--- config.mk ---
export PLATFORM = sky130hd
export DESIGN_NAME = ysyx_23060111_lsu
export DESIGN_NICKNAME = d
export VERILOG_FILES = /design/src/rtl/ysyx_23060111_pkg.sv /design/src/rtl/ysyx_23060111_lsu_align.sv /design/src/rtl/ysyx_23060111_lsu.sv
export SDC_FILE = /design/constraint.sdc
export NUM_CORES = 1
export LEC_CHECK = 0
export CORE_MARGIN = 2
export CORE_UTILIZATION = 34
export CTS_CLUSTER_DIAMETER = 120
export DETAILED_ROUTE_END_ITERATION = 16
export HOLD_SLACK_MARGIN = 0.08
export PLACE_DENSITY = 0.67
export SLEW_MARGIN = 30
export SYNTH_ARGS = -nofsm -noshare
export SYNTH_HDL_FRONTEND = slang
export SYNTH_SLANG_ARGS = --single-unit
--- constraint.sdc ---
create_clock -name clk -period 5.8 [get_ports clk]
set_input_delay 0.87 -clock clk [delete_from_list [all_inputs] [get_ports clk]]
set_output_delay 0.87 -clock clk [all_outputs]
set_load 0.02 [all_outputs]
--- src/rtl/ysyx_23060111_pkg.sv ---
// Shared encodings for the ysyx_23060111 load/store path:
// access sizes, LSU FSM states and base byte masks.
package ysyx_23060111_pkg;

    localparam logic [1:0] SZ_B = 2'd0;
    localparam logic [1:0] SZ_H = 2'd1;
    localparam logic [1:0] SZ_W = 2'd2;

    localparam logic [3:0] MASK_B = 4'b0001;
    localparam logic [3:0] MASK_H = 4'b0011;
    localparam logic [3:0] MASK_W = 4'b1111;

    typedef enum logic [1:0] {
        LSU_IDLE,
        LSU_WRITE,
        LSU_READ,
        LSU_RESP
    } lsu_state_e;

    function automatic logic misaligned(
        input logic [1:0] size,
        input logic [1:0] off
    );
        return ((size == SZ_H) && off[0])
            || ((size == SZ_W) && (off != 2'd0))
            || (size == 2'd3);
    endfunction

endpackage

--- src/rtl/ysyx_23060111_lsu_align.sv ---
// Byte-lane alignment: store data/mask shift and load extract/extend.
// Lanes shifted past byte 3 are dropped; size 3 behaves as a word.
module ysyx_23060111_lsu_align
    import ysyx_23060111_pkg::*;
(
    input  logic [1:0]  off,
    input  logic [1:0]  size,
    input  logic        zext,
    input  logic [31:0] wdata,
    input  logic [31:0] rdata,
    output logic [31:0] sdata,
    output logic [3:0]  smask,
    output logic [31:0] ldata
);

    logic [3:0]  mbase;
    logic [31:0] d;

    always_comb begin
        mbase = MASK_W;
        ldata = 32'd0;
        d     = rdata >> {off, 3'b000};
        unique case (size)
            SZ_B: begin
                mbase = MASK_B;
                ldata = zext ? {24'd0, d[7:0]}
                             : {{24{d[7]}}, d[7:0]};
            end
            SZ_H: begin
                mbase = MASK_H;
                ldata = zext ? {16'd0, d[15:0]}
                             : {{16{d[15]}}, d[15:0]};
            end
            default: begin
                mbase = MASK_W;
                ldata = d;
            end
        endcase
        smask = mbase << off;
        sdata = wdata << {off, 3'b000};
    end

endmodule

--- src/rtl/ysyx_23060111_lsu.sv ---
// Load/store unit: one request at a time onto the memory port.
// Define YSYX_23060111_LSU_MISALIGN_CHECK_EN to reject misaligned access.
module ysyx_23060111_lsu
    import ysyx_23060111_pkg::*;
#(
    parameter int unsigned RD_LATENCY = 1
) (
    input  logic        clk,
    input  logic        rst_n,
    input  logic        req_valid,
    output logic        req_ready,
    input  logic        req_wen,
    input  logic [31:0] req_addr,
    input  logic [31:0] req_wdata,
    input  logic [1:0]  req_size,
    input  logic        req_unsigned,
    output logic        rsp_valid,
    input  logic        rsp_ready,
    output logic [31:0] rsp_rdata,
    output logic        rsp_err,
    output logic [31:0] m_raddr,
    output logic        m_ren,
    input  logic [31:0] m_rdata,
    output logic [31:0] m_waddr,
    output logic [31:0] m_wdata,
    output logic [31:0] m_wmask,
    output logic        m_wen
);

    localparam logic [3:0] LAST = 4'(RD_LATENCY - 1);

    lsu_state_e  state;
    logic [1:0]  off_q;
    logic [1:0]  size_q;
    logic        zext_q;
    logic [3:0]  cnt;

    logic        idle;
    logic        reject;
    logic [1:0]  a_off;
    logic [1:0]  a_size;
    logic        a_zext;
    logic [31:0] sdata;
    logic [31:0] ldata;
    logic [3:0]  smask;
    logic [31:0] waligned;

    assign idle     = (state == LSU_IDLE);
    assign a_off    = idle ? req_addr[1:0] : off_q;
    assign a_size   = idle ? req_size : size_q;
    assign a_zext   = idle ? req_unsigned : zext_q;
    assign waligned = {req_addr[31:2], 2'b00};

`ifdef YSYX_23060111_LSU_MISALIGN_CHECK_EN
    assign reject = misaligned(req_size, req_addr[1:0]);
`else
    assign reject = 1'b0;
`endif

    ysyx_23060111_lsu_align u_align (
        .off   (a_off),
        .size  (a_size),
        .zext  (a_zext),
        .wdata (req_wdata),
        .rdata (m_rdata),
        .sdata (sdata),
        .smask (smask),
        .ldata (ldata)
    );

    always_ff @(posedge clk or negedge rst_n) begin
        if (!rst_n) begin
            state     <= LSU_IDLE;
            req_ready <= 1'b1;
            rsp_valid <= 1'b0;
            rsp_rdata <= 32'd0;
            rsp_err   <= 1'b0;
            m_raddr   <= 32'd0;
            m_ren     <= 1'b0;
            m_waddr   <= 32'd0;
            m_wdata   <= 32'd0;
            m_wmask   <= 32'd0;
            m_wen     <= 1'b0;
            off_q     <= 2'd0;
            size_q    <= 2'd0;
            zext_q    <= 1'b0;
            cnt       <= 4'd0;
        end else begin
            unique case (state)
                LSU_IDLE: begin
                    if (req_valid) begin
                        req_ready <= 1'b0;
                        off_q     <= req_addr[1:0];
                        size_q    <= req_size;
                        zext_q    <= req_unsigned;
                        rsp_err   <= reject;
                        if (reject) begin
                            state     <= LSU_RESP;
                            rsp_valid <= 1'b1;
                            rsp_rdata <= 32'd0;
                        end else if (req_wen) begin
                            state   <= LSU_WRITE;
                            m_wen   <= 1'b1;
                            m_waddr <= waligned;
                            m_wdata <= sdata;
                            m_wmask <= {28'd0, smask};
                        end else begin
                            state   <= LSU_READ;
                            m_ren   <= 1'b1;
                            m_raddr <= waligned;
                            cnt     <= 4'd0;
                        end
                    end
                end
                LSU_WRITE: begin
                    state     <= LSU_RESP;
                    m_wen     <= 1'b0;
                    rsp_valid <= 1'b1;
                    rsp_rdata <= 32'd0;
                end
                LSU_READ: begin
                    // sample exactly at the end of the read window
                    if (cnt == LAST) begin
                        state     <= LSU_RESP;
                        m_ren     <= 1'b0;
                        rsp_valid <= 1'b1;
                        rsp_rdata <= ldata;
                    end else begin
                        cnt <= cnt + 4'd1;
                    end
                end
                LSU_RESP: begin
                    if (rsp_ready) begin
                        state     <= LSU_IDLE;
                        rsp_valid <= 1'b0;
                        req_ready <= 1'b1;
                    end
                end
                default: state <= LSU_IDLE;
            endcase
        end
    end

endmodule

==> impl_metrics.json <==
{
  "p_leak_uw": 0.00451,
  "r2r_setup_slack_ns": 2.60,
  "dp_slack_ns": 2.26,
  "seq_area_frac_synth": 0.513,
  "viasPerCell": 4.78,
  "antenna_left": 0,
  "io-pin-count": 269,
  "cts.path.max_buffers": 2,
  "clk_pin_slew_ns": 0.06,
  "synth.area.top_cells": "dfrtp_1 51%, nand2_1 14%, mux2_2 6.8%, buf_4 3.7%, a21oi_1 2.8%",
  "place.port_buffers": 235,
  "clk_latency_ns": 0.41,
  "async_flop_share": 1.00,
  "hold_class": "flop to flop",
  "cts_tree": "built",
  "worstMarginPinSlew_ns": 0.989,
  "cap_violations": 0,
  "cp-end-kind": "flop",
  "via_count": 5976,
  "power_uw": 5750,
  "hpwl_um": 14700,
  "cts_resized": 0,
  "ctsRootBufferMaster": "clkbuf_16",
  "critPathLaunchType": "flop",
  "drv_slew": 0,
  "fmaxAchievable_ghz": 0.312,
  "final.setup.tns_ns": 0,
  "antenna_found_initial": 0,
  "drc_errors": 0,
  "grt_usage": 0.189,
  "syn_area_mm2": 0.00698,
  "area_delta_synth_final_pct": 43.5,
  "rsz0062_at_grt": "false",
  "cts_sinks": 143,
  "crit_fanout": 23,
  "setup_viol": 0,
  "yosysTopAreaCell": "dfrtp_1",
  "synth_top_cell_area_share": 0.509,
  "slowest_delay_ns": 0.75,
  "layout-drive-gt1-share": 0.101,
  "ys_types": 47,
  "synth_top_flop_cell": "dfrtp_1",
  "initial_core_util": 0.346,
  "placed_area_mm2": 0.00944,
  "status": "finished clean",
  "skew_ns": 0.0143,
  "slew_headroom": 0.339,
  "synth_edf_count": 0,
  "nets": 1078,
  "crit_arrival_ns": 3.46,
  "core_mm2": 0.0202,
  "first_pass_iters": 5,
  "postCtsSetupBuffers": 0,
  "worstSetupPathType": "flop to flop",
  "critPathSlowestCell": "a221oi_4",
  "n_antenna_cell": 0,
  "num_rows": 52,
  "finalCritPeriodShare": 0.552,
  "grt_pass1_wl_um": 32200,
  "grt-ovfl-total": 0,
  "drt_iter0_markers": 345,
  "die_x_um": 147,
  "cts_hold_buf": 0,
  "netlist_instances": 750,
  "numCtsBuffers": 17,
  "synth_common_cells": "256 x nand2_1, 142 x dfrtp_1, 42 x mux2_2",
  "routabilityCongestion": 0.793,
  "die_area_mm2": 0.0217,
  "cp_num_buf_inv": 2,
  "grt_max_degree": 92,
  "fin_area_mm2": 0.0100,
  "grt_pass1_vias": 5785,
  "routed_wl_um": 20600,
  "cp_cell_sequence": "inv_1 > ha_1 > buf_4 > nor3_1 > a21oi_1 > a211oi_2 > a221oi_4 > o31ai_1",
  "fin_ws_ns": 2.60,
  "synth_most_common_cell": "nand2_1",
  "p_per_area_mw_per_mm2": 575,
  "peakVddDrop_mv": 0.292,
  "crit_required_ns": 6.06,
  "syn-mean-instance-area_um2": 9.30,
  "min_period_ns": 3.20,
  "cpLargestDelayFamily": "compound AO/OA/AOI/OAI gates",
  "ys_ff_latch": 143,
  "htree_levels": 4,
  "wire_per_inst_um": 16.5,
  "ys_warn_count": 0,
  "die_y_um": 147,
  "finalHoldViolations": 0
}
[metal layers]
metal | vias up | wire length [um] | GRT usage
met2 | 225 | 9680 | 0.300
met1 | 2813 | 9190 | 0.254
met5 | - | 0 | 0
met4 | 0 | 365 | 0.0596
li1 | 2917 | - | -
met3 | 21 | 1380 | 0.0497
[metrics by stage]
| step | hold WS (ns) | cells | util |
|---|---|---|---|
| 2_1_floorplan | 0.495 | 782 | - |
| 3_3_place_gp | 0.450 | 1219 | 0.468 |
| 3_5_place_dp | 0.459 | 1219 | 0.468 |
| 4_1_cts | 0.474 | 1251 | 0.496 |
| 5_1_grt | 0.489 | 1251 | 0.496 |
| 6_report | 0.472 | 1251 | 0.496 |
[layout by cell type, fill, tap and decap left out, types with 2 or more instances in the layout]
| cell type | n |
|---|---|
| nand2_1 | 256 |
| clkdlybuf4s50_1 | 234 |
| dfrtp_1 | 142 |
| mux2_2 | 42 |
| a21oi_1 | 39 |
| o21ai_0 | 34 |
| conb_1 | 33 |
| nand3_1 | 26 |
| nor2_1 | 21 |
| o31ai_1 | 17 |
| clkbuf_16 | 17 |
| inv_1 | 11 |
| mux2i_1 | 10 |
| a22o_1 | 9 |
| buf_4 | 9 |
| a31oi_1 | 8 |
| a222oi_1 | 7 |
| ha_1 | 6 |
| nand2b_1 | 4 |
| clkinv_4 | 4 |
| inv_6 | 4 |
| nor2b_1 | 3 |
| mux2i_4 | 3 |
| and2_1 | 3 |
| nor2_2 | 2 |
| o32ai_1 | 2 |
| xor2_1 | 2 |
| o21ai_1 | 2 |
| a21o_1 | 2 |
| clkinv_2 | 2 |
[cell families (layout without fill, tap and decap cells)]
family                     after synthesis  count (layout)  share of synthesized area
AOI/OAI and AO/OA                      133             133                      0.127
xor gates and xnor gates                 2               2                    0.00251
adders and majority gates                6               6                     0.0108
buffers and inverters                   88             287                     0.0705
DFF                                    143             143                      0.513
muxes                                   56              56                     0.0927
other                                    1              33                   0.000537
and+or+nand+nor                        321             321                      0.183
[layout make-up]
type | count | area [um2]
Tap cell | 270 | 338
Clock buffer | 19 | 443
Sequential cell | 143 | 3580
Fill cell | 1903 | 10200
Multi-Input combinational cell | 551 | 3060
Inverter | 11 | 41.3
Timing Repair Buffer | 244 | 2420
Clock inverter | 13 | 129
[worst reg2reg max path, delay by kind of cell, from the launching register on]
kind                       cells  cell delay, ns
AOI/OAI and AO/OA              4            1.50
adders and majority gates      1            0.56
buffers and inverters          2            0.49
DFF                            1            0.40
and+or+nand+nor                1            0.10
[sequential cells by signal, indices dropped and copies added (netlist names)]
name and cells:
m_wmask 4, m_ren 1, zext_q 1, state 2, m_wen 1, cnt 4, size_q 2, off_q 2
rsp_valid 1, req_ready 1, m_waddr 30, m_wdata 32, m_raddr 30, rsp_rdata 32
[report_power, final]
group	total (uW)	switching [uW]	internal, uW
sequential	1630	225	1400
combinational	3060	1760	1300
clock	1060	448	611
[final timing paths]
check                                start            end  cells past startpoint
worst max register to register    state[1]  rsp_rdata[28]                      8
worst max-delay path              state[1]  rsp_rdata[28]                      8
max in group asynchronous            rst_n    m_waddr[26]                      2
worst min-delay path            m_wmask[0]     m_wmask[0]                      2
min in group asynchronous            rst_n         cnt[1]                      1
worst min register to register  m_wmask[0]     m_wmask[0]                      2
Note: power is estimated with default switching activity, not from simulation.
